==> config.mk <==
export PLATFORM = sky130hd
export DESIGN_NAME = greedy_tokenizer
export DESIGN_NICKNAME = d
export VERILOG_FILES = /design/src/rtl/greedy_tokenizer_pkg.sv /design/src/rtl/greedy_tokenizer_tok_out_reg.sv /design/src/rtl/greedy_tokenizer.sv
export SDC_FILE = /design/constraint.sdc
export NUM_CORES = 1
export LEC_CHECK = 0
export CELL_PAD_IN_SITES_DETAIL_PLACEMENT = 1
export CELL_PAD_IN_SITES_GLOBAL_PLACEMENT = 2
export CORE_UTILIZATION = 34
export CTS_CLUSTER_DIAMETER = 120
export CTS_CLUSTER_SIZE = 10
export DETAILED_ROUTE_END_ITERATION = 12
export PLACE_DENSITY = 0.92
export RECOVER_POWER = 100
export SYNTH_ARGS = -nofsm -noshare
export SYNTH_HDL_FRONTEND = slang
export SYNTH_HIERARCHICAL = 1
export SYNTH_SLANG_ARGS = --single-unit
==> constraint.sdc <==
create_clock -name clk -period 2.9 [get_ports clk]
set_clock_uncertainty 0.1 [all_clocks]
set_input_delay 0.29 -clock clk [delete_from_list [all_inputs] [get_ports clk]]
set_output_delay 0.29 -clock clk [all_outputs]
set_load 0.005 [all_outputs]
==> src/rtl/greedy_tokenizer_pkg.sv <==
// greedy_tokenizer_pkg: shared FSM states, default constants and token record for the tokenizer.
package greedy_tokenizer_pkg;
   localparam int DEF_NULL_CHAR = 0;
   localparam int DEF_TOKEN_ID_WIDTH = 8;
   localparam int DEF_INPUT_ADDR_WIDTH = 4;
   localparam logic [DEF_TOKEN_ID_WIDTH-1:0] DEF_UNK_ID = '1;
   typedef enum logic [3:0] {
      IDLE, POS_RD, POS_CHK, CMP_RD, CMP, SKIP_RD, SKIP, DECIDE, EMIT, DONE
   } state_t;
   typedef struct packed {
      logic [DEF_TOKEN_ID_WIDTH-1:0]   id;
      logic [DEF_INPUT_ADDR_WIDTH:0]   len;
      logic                            unk;
   } tok_t;
endpackage

==> src/rtl/greedy_tokenizer_tok_out_reg.sv <==
// tok_out_reg: valid/ready holding register keeping the token stable under backpressure.
module tok_out_reg
   import greedy_tokenizer_pkg::*;
#(
   parameter int W = $bits(tok_t)
) (
   input  logic         clk,
   input  logic         rst,
   input  logic         i_load,
   input  logic [W-1:0] i_tok,
   input  logic         i_ready,
   output logic         o_valid,
   output logic [W-1:0] o_tok
);
   always_ff @(posedge clk) begin
      if (rst) begin
         o_valid <= 1'b0;
         o_tok   <= '0;
      end else if (i_load) begin
         o_valid <= 1'b1;
         o_tok   <= i_tok;
      end else if (o_valid && i_ready) begin
         o_valid <= 1'b0;
      end
   end
endmodule

==> src/rtl/greedy_tokenizer.sv <==
// greedy_tokenizer: greedy longest-match tokenizer over external input and packed vocab RAMs.
module greedy_tokenizer
   import greedy_tokenizer_pkg::*;
#(
   parameter int VOCAB_ADDR_WIDTH = 4,
   parameter int INPUT_ADDR_WIDTH = DEF_INPUT_ADDR_WIDTH,
   parameter int DATA_WIDTH = 8,
   parameter int TOKEN_ID_WIDTH = DEF_TOKEN_ID_WIDTH,
   parameter logic [DATA_WIDTH-1:0] NULL_CHAR = DATA_WIDTH'(DEF_NULL_CHAR),
   parameter logic [TOKEN_ID_WIDTH-1:0] UNK_ID = '1
) (
   input  logic                        clk,
   input  logic                        rst,
   input  logic                        start,
   output logic [VOCAB_ADDR_WIDTH-1:0] vocab_addr,
   input  logic [DATA_WIDTH-1:0]       vocab_data,
   output logic [INPUT_ADDR_WIDTH-1:0] input_addr,
   input  logic [DATA_WIDTH-1:0]       input_data,
   output logic                        tok_valid,
   input  logic                        tok_ready,
   output logic [TOKEN_ID_WIDTH-1:0]   tok_id,
   output logic [INPUT_ADDR_WIDTH:0]   tok_len,
   output logic                        tok_unk,
   output logic                        busy,
   output logic                        done,
   output logic                        vocab_overflow
);
   localparam int LW = INPUT_ADDR_WIDTH + 1;
   localparam int TW = TOKEN_ID_WIDTH + LW + 1;

   state_t                      r_state;
   logic [LW-1:0]               r_pos, r_k, r_best_len;
   logic [VOCAB_ADDR_WIDTH-1:0] r_av;
   logic [TOKEN_ID_WIDTH-1:0]   r_id, r_best_id;
   logic [LW-1:0]               w_idx, w_adv;
   logic [VOCAB_ADDR_WIDTH-1:0] w_av_inc;
   logic                        w_vnull, w_av_last, w_id_last, w_load, w_cmp, w_match;
   logic [TW-1:0]               w_tok, w_tok_q;

   assign w_idx     = r_pos + r_k;
   assign w_av_inc  = r_av + 1'b1;
   assign w_vnull   = vocab_data == NULL_CHAR;
   assign w_av_last = &r_av;
   assign w_id_last = r_id == UNK_ID - 1'b1;
   assign w_cmp     = r_state == CMP;
   assign w_match   = w_cmp && !w_idx[LW-1] && vocab_data == input_data;
   assign w_load    = r_state == DECIDE;
   assign w_adv     = (r_best_len != '0) ? r_best_len : LW'(1);
   assign w_tok     = (r_best_len != '0) ? {r_best_id, r_best_len, 1'b0} : {UNK_ID, LW'(1), 1'b1};
   assign {tok_id, tok_len, tok_unk} = w_tok_q;

   tok_out_reg #(.W(TW)) u_out (
      .clk     (clk),
      .rst     (rst),
      .i_load  (w_load),
      .i_tok   (w_tok),
      .i_ready (tok_ready),
      .o_valid (tok_valid),
      .o_tok   (w_tok_q)
   );

   always_ff @(posedge clk) begin
      if (rst) begin
         r_state        <= IDLE;
         vocab_addr     <= '0;
         input_addr     <= '0;
         busy           <= 1'b0;
         done           <= 1'b0;
         vocab_overflow <= 1'b0;
         r_pos          <= '0;
         r_k            <= '0;
         r_best_len     <= '0;
         r_best_id      <= '0;
         r_av           <= '0;
         r_id           <= '0;
      end else begin
         case (r_state)
            IDLE: if (start) begin
               r_pos          <= '0;
               r_best_len     <= '0;
               vocab_overflow <= 1'b0;
               input_addr     <= '0;
               busy           <= 1'b1;
               r_state        <= POS_RD;
            end
            POS_RD: r_state <= POS_CHK;
            POS_CHK: if (input_data == NULL_CHAR || r_pos[LW-1]) begin
               busy    <= 1'b0;
               done    <= 1'b1;
               r_state <= DONE;
            end else begin
               r_av       <= '0;
               r_id       <= '0;
               r_k        <= '0;
               vocab_addr <= '0;
               input_addr <= r_pos[LW-2:0];
               r_state    <= CMP_RD;
            end
            CMP_RD: r_state <= CMP;
            SKIP_RD: r_state <= SKIP;
            CMP, SKIP: begin
               // SKIP always runs with r_k cleared, so an entry end there never records a match
               if (w_vnull && w_cmp && r_k == '0) begin
                  r_state <= DECIDE;
               end else if (w_vnull) begin
                  if (r_k > r_best_len) begin
                     r_best_len <= r_k;
                     r_best_id  <= r_id;
                  end
                  if (w_av_last) begin
                     vocab_overflow <= 1'b1;
                     r_state        <= DECIDE;
                  end else if (w_id_last) begin
                     r_state <= DECIDE;
                  end else begin
                     r_av       <= w_av_inc;
                     vocab_addr <= w_av_inc;
                     r_id       <= r_id + 1'b1;
                     r_k        <= '0;
                     input_addr <= r_pos[LW-2:0];
                     r_state    <= CMP_RD;
                  end
               end else if (w_av_last) begin
                  vocab_overflow <= 1'b1;
                  r_state        <= DECIDE;
               end else begin
                  r_av       <= w_av_inc;
                  vocab_addr <= w_av_inc;
                  r_k        <= w_match ? r_k + 1'b1 : '0;
                  input_addr <= w_idx[LW-2:0] + 1'b1;
                  r_state    <= w_match ? CMP_RD : SKIP_RD;
               end
            end
            DECIDE: begin
               r_pos      <= r_pos + w_adv;
               r_best_len <= '0;
               r_state    <= EMIT;
            end
            EMIT: if (tok_valid && tok_ready) begin
               input_addr <= r_pos[LW-2:0];
               r_state    <= POS_RD;
            end
            DONE: begin
               done    <= 1'b0;
               r_state <= IDLE;
            end
            default: r_state <= IDLE;
         endcase
      end
   end
endmodule

==> run_results.csv, run 1 <==
group,metric,value,unit
grt,antenna_found_initial,0,
placement,gp_congestion,0.824,
finish,layout.nets,473,
synthesis,synth-seq-cells,61,
synthesis,synth-warning-count,6,
setup_path,cpMaxStageDelayCell,"o21ai_1",
floorplan,die_h,102,um
sta,fin_crit,2620,ps
clocking,cts_tree,"yes",
worst_hold_path,min_path_type,"input port to flop",
floorplan,start_util,0.350,
synthesis,synth-async-reset-ratio,0,
detailed_routing,wl_per_cell,15.8,um
floorplan,boundaryPins,46,
power_and_ir_drop,irDropWorstVdd,0.223,mV
detailed_routing,postRouteAntennaNets,0,
synthesis,synthTopCellsByCount,"61 x dfxtp_1, 56 x nor2_1, 27 x mux2i_1",
setup_path,cp_top_family,"compound AO/OA/AOI/OAI gates",
finish,final_util,0.431,
synthesis,avgSynthCellArea,8.91,um2
setup_path,cpPeakStageDelay,770,ps
setup_path,path_buf_inv,0,
placement,dp_hpwl,6820,um
finish,area_growth,23.1,%
grt,grt_max_degree,38,
synthesis,synth_nets,425,
grt,grt_pass1_wl,15200,um
finish,diodes,0,
grt,overflow,0,
detailed_routing,viasPerCell,5.14,
detailed_routing,drt_iter0_drc,71,
floorplan,die_w,102,um
synthesis,syn_inst,384,
clocking,clockBufferDepth,2,
outcome,status,"finished clean",
setup_path,path_cells,"ha_1 -> nor2b_1 -> o211ai_1 -> a21boi_0 -> o21ai_1 -> mux2i_1 -> nor2_1",
finish,drive_gt1_frac,0.112,
synthesis,netlist_area,3420,um2
detailed_routing,firstDrtPassIters,4,
setup_path,cp.arrival,2740,ps
power_and_ir_drop,powerDensity,490,nW/um2
synthesis,yosys.area.top_type,"dfxtp_1",
clocking,post_cts_buffers,0,
sta,relSlewSlack,0.301,
clocking,clock_sinks,61,
setup_path,required,3020,ps
setup_path,critPathLaunchType,"flop",
power_and_ir_drop,p_leak,0.00167,uW
synthesis,yosysUniqueCellTypes,56,
synthesis,ys_seq_area_frac,0.357,
sta,setup_viol,0,
clocking,cts_max_level,3,
synthesis,synth-edff-count,0,
floorplan,core,9770,um2
detailed_routing,drc,0,
floorplan,num_rows,36,
clocking,clock-root-buffer,"clkbuf_8",
sta,max_freq,0.381,GHz
synthesis,netlist.area_leader.share,0.357,
sta,period_share,0.905,
finish,n_fill_cell,1146,
clocking,clkTransAtPathRegs,80,ps
clocking,cts_hold_buf,0,
floorplan,die-area,10500,um2
sta,rsz0062_at_grt,"false",
clocking,cts_resized,0,
setup_path,cp_max_fo,8,
synthesis,synth_ff_type,"dfxtp_1",
sta,tightest_slew,1050,ps
sta,fin_tns_setup,0,ps
sta,hold_violations,0,
detailed_routing,vias,2929,
setup_path,worstSetupPathType,"flop to flop",
grt,track_usage,0.190,
clocking,cts_buffers,9,
sta,maxSlewViolCount,0,
power_and_ir_drop,p_total,2070,uW
grt,grt_pass1_vias,3192,
detailed_routing,routed_wl,8980,um
flow_run,max-cap-violations,0,
placement,io_buffer_count,45,
setup_path,crit_path_end_kind,"flop",
clocking,clock_latency,360,ps
synthesis,yosysMostFrequentCell,"dfxtp_1",
synthesis,ys_top_cells_by_area,"dfxtp_1 36%, mux2i_1 7.9%, ha_1 6.9%",
-- cells in the final DEF, fill, tap and decap left out, drive strengths merged, types with 3 or more instances in the layout --
master,synthesis,layout
a22oi,3,3
a21o,6,6
a211oi,4,4
o21ai,6,6
or2,15,15
dfxtp,61,61
mux2i,27,27
nand3,14,14
inv,13,17
clkbuf,12,11
ha,19,19
and2,3,3
buf,7,10
nor3,5,5
nor2,56,56
nor4,15,15
xnor2,20,20
dlygate4sd3,0,26
nand2b,3,3
nand3b,3,3
xor2,8,8
clkdlybuf4s50,0,18
or3,3,3
a31oi,3,3
nand4,5,5
nand2,20,20
a21oi,24,24
or4,3,3
-- registers in the layout (all words and copies together) (netlist names) --
signal	count
r_av	4
r_best_id	8
r_state	4
input_addr	4
done	1
busy	1
u_out/o_tok	14
r_best_len	5
u_out/o_valid	1
r_k	5
vocab_overflow	1
r_pos	5
r_id	8
-- final timing paths --
kind	slack [ps]	to	startpoint	cells past startpoint
max reg2reg	280	r_best_id[7]	r_k[1]	7
min	350	u_out/o_tok[11]	rst	2
min reg2reg	370	busy	busy	2
max	280	r_best_id[7]	r_k[1]	7
-- through the flow --
| stage | hold slack (ps) | cells | worst slack, ps | cell area, um2 |
|---|---|---|---|---|
| 6_report | 349 | 570 | 276 | 4210 |
| 5_1_grt | 381 | 570 | 53.5 | 4210 |
| 4_1_cts | 348 | 570 | 320 | 4240 |
| 3_5_place_dp | 366 | 554 | 241 | 4010 |
| 3_3_place_gp | 344 | 554 | 280 | 4010 |
| 2_1_floorplan | 259 | 384 | 419 | 3420 |
-- metal layers --
metal / track usage / wire length [um] / up-vias
met5: 0 / 0 / -
met4: 0.0813 / 164 / 0
met3: 0.0445 / 324 / 15
met2: 0.345 / 4730 / 56
met1: 0.211 / 3760 / 1409
li1: - / - / 1449
-- final cells by class --
class,count,area [um2],share of cell area
clock buffers,9,124,0.0294
clock inverters,7,105,0.0249
inverters,13,48.8,0.0116
multi-input cells,291,2030,0.481
flip-flops and latches,61,1220,0.290
well taps,133,166,0.0395
repair buffers,56,520,0.124
-- cells by family after synthesis --
group | count (synthesis) | synth area share
AOI/OAI and AO/OA | 58 | 0.119
adders and majority gates | 21 | 0.0811
xor gates and xnor gates | 28 | 0.0716
buffers and inverters | 32 | 0.0457
muxes | 27 | 0.0789
DFF | 61 | 0.357
and+or+nand+nor | 157 | 0.247
-- report_power, final --
| part | switching (uW) | internal (uW) | leakage [uW] | total (uW) |
|---|---|---|---|---|
| combinational | 156 | 123 | 0.00107 | 279 |
| clock | 396 | 498 | 0.000113 | 894 |
| sequential | 33.8 | 859 | 0.000493 | 893 |
| total | 586 | 1480 | 0.00167 | 2070 |
No activity file was read; power rests on OpenSTA's default activity.
==> run 2: changes to the inputs <==
--- a/config.mk
+++ b/config.mk
@@ -8,10 +8,10 @@
 export CELL_PAD_IN_SITES_DETAIL_PLACEMENT = 1
 export CELL_PAD_IN_SITES_GLOBAL_PLACEMENT = 2
 export CORE_UTILIZATION = 34
-export CTS_CLUSTER_DIAMETER = 120
+export CTS_CLUSTER_DIAMETER = 150
 export CTS_CLUSTER_SIZE = 10
 export DETAILED_ROUTE_END_ITERATION = 12
-export PLACE_DENSITY = 0.92
+export PLACE_DENSITY = 0.77
 export RECOVER_POWER = 100
 export SYNTH_ARGS = -nofsm -noshare
 export SYNTH_HDL_FRONTEND = slang
==> run 2 against run 1 <==
  * Core utilization grew 0.14 points
  * Sequential cell count is the same
  * Global-route usage shrank 0.067 points
  * Sequential power barely moved
  * Die area is the same
  * First-iteration DRC count is 17% higher
  * Non-clock buffer count is 4 higher
  * Sequential share of layout area shrank 0.094 points
  * Critical path type unchanged
  * Largest power group is now sequential cells
==> run_results.csv, run 2 (synthesis gave the netlist of run 1 again) <==
group,metric,value,unit
finish,n_fill_cell,1163,
floorplan,start_util,0.350,
floorplan,die_w,102,um
grt,antenna_found_initial,0,
setup_path,worstSetupPathType,"flop to flop",
sta,relSlewSlack,0.238,
grt,grt_pass1_wl,15100,um
clocking,clock_latency,340,ps
sta,hold_violations,0,
flow_run,max-cap-violations,0,
floorplan,boundaryPins,46,
sta,tightest_slew,1140,ps
worst_hold_path,holdPathEnd,"busy",
setup_path,reg2reg_to,"r_pos[4]",
clocking,clock_sinks,61,
placement,io_buffer_count,45,
setup_path,cp_max_fo,5,
placement,dp.cells,555,
power_and_ir_drop,powerDensity,466,nW/um2
grt,track_usage,0.189,
power_and_ir_drop,p_leak,0.00169,uW
detailed_routing,postRouteAntennaNets,0,
setup_path,critPathLaunchType,"flop",
detailed_routing,wl_per_cell,15.5,um
power_and_ir_drop,irDropWorstVdd,0.223,mV
grt,grt_pass1_vias,3121,
finish,finalNonFillerCells,574,
finish,top_register,"u_out/o_tok",
finish,regArea,1220,um2
finish,area_growth,23.5,%
finish,layout.nets,477,
clocking,clkTransAtPathRegs,80,ps
sta,period_share,0.909,
finish,reg.largest.list,"u_out/o_tok: 14 flops, r_best_id: 8 flops, r_id: 8 flops",
sta,max_freq,0.379,GHz
grt,overflow,0,
finish,drive_gt1_frac,0.122,
worst_hold_path,whs_path_depth,2,
detailed_routing,drt_iter0_drc,83,
sta,maxSlewViolCount,0,
worst_hold_path,min_from,"busy",
placement,gp_congestion,0.765,
detailed_routing,routed_wl,8920,um
sta,holdWs,354,ps
setup_path,critPathLaunch,"r_best_len[3]",
sta,fin_crit,2640,ps
floorplan,core,9770,um2
grt,grt_max_degree,37,
sta,setup_viol,0,
setup_path,cp.arrival,2810,ps
floorplan,die_h,102,um
clocking,cts_max_level,3,
setup_path,r2r-start,"r_best_len[3]",
detailed_routing,viasPerCell,5.10,
worst_hold_path,min_path_type,"flop to flop",
setup_path,reg2reg_slack,260,ps
placement,place_area,4020,um2
clocking,cts_resized,0,
finish,fin_area,4230,um2
floorplan,die-area,10500,um2
sta,fin_tns_setup,0,ps
setup_path,r2r_cells,10,
finish,largest_register_ffs,14,
finish,mostFrequentLayoutCells,"61 x dfxtp_1, 56 x nor2_1, 27 x mux2i_1",
detailed_routing,vias,2930,
finish,diodes,0,
clocking,cts_buffers,9,
floorplan,num_rows,36,
sta,rsz0062_at_grt,"false",
finish,multi_input_area,2040,um2
outcome,status,"finished clean",
setup_path,required,3070,ps
placement,dp_hpwl,6860,um
detailed_routing,drc,0,
setup_path,crit_path_end_kind,"flop",
clocking,cts_tree,"yes",
clocking,clock-root-buffer,"clkbuf_8",
clocking,clockBufferDepth,2,
finish,layout_commonest_cell,"dfxtp_1",
detailed_routing,firstDrtPassIters,4,
[run 2: worst max-delay path by stage]
| stage | end | slack [ps] | cells past startpoint |
|---|---|---|---|
| 2_1_floorplan | r_pos[4] | 420 | 10 |
| 3_3_place_gp | r_k[0] | 250 | 5 |
| 5_1_grt | r_best_id[1] | 60 | 9 |
| 4_1_cts | r_k[0] | 210 | 5 |
| 3_5_place_dp | r_k[0] | 210 | 5 |
| 6_report | r_pos[4] | 260 | 10 |
[run 2: through the flow]
| step | util | total power [uW] | worst slack [ps] |
|---|---|---|---|
| after floorplan | - | 1080 | 419 |
| after global placement | 0.411 | 1200 | 250 |
| after detailed placement | 0.411 | 1210 | 214 |
| after CTS | 0.432 | 2010 | 209 |
| after global routing | 0.432 | 2080 | 59.7 |
| final | 0.432 | 1970 | 264 |
[run 2: routing by layer]
metal | global-route usage | routed length (um) | vias up
li1 | - | - | 1456
met1 | 0.218 | 3910 | 1421
met2 | 0.350 | 4680 | 48
met3 | 0.0376 | 281 | 5
met4 | 0.0582 | 61 | 0
met5 | 0 | 0 | -
[run 2: layout make-up]
class / count / area share
well taps: 133 / 0.0394
inverters: 13 / 0.0115
flip-flops and latches: 61 / 0.289
clock inverters: 7 / 0.0187
multi-input cells: 291 / 0.483
clock buffers: 9 / 0.0293
repair buffers: 60 / 0.129
[run 2: critical path, stage by stage, from the launching register on]
cell     delay [ps]
dfxtp_1         430
or4_1           140
nor2_1           50
or2_2           310
ha_1            220
fa_1            400
a21o_1          170
a21oi_1         190
xnor2_1         110
or3_1           310
a21oi_1         150
[run 2: timing repair]
action | CTS | global route
setup buffers | 0 | 3
setup endpoints to repair | 0 | 2
hold buffers | 0 | 0
[run 2: power by group]
group | internal, uW | switching [uW] | leakage [uW] | total [uW]
sequential | 859 | 32.3 | 0.000493 | 892
clock | 409 | 381 | 0.000105 | 791
combinational | 130 | 158 | 0.00110 | 288
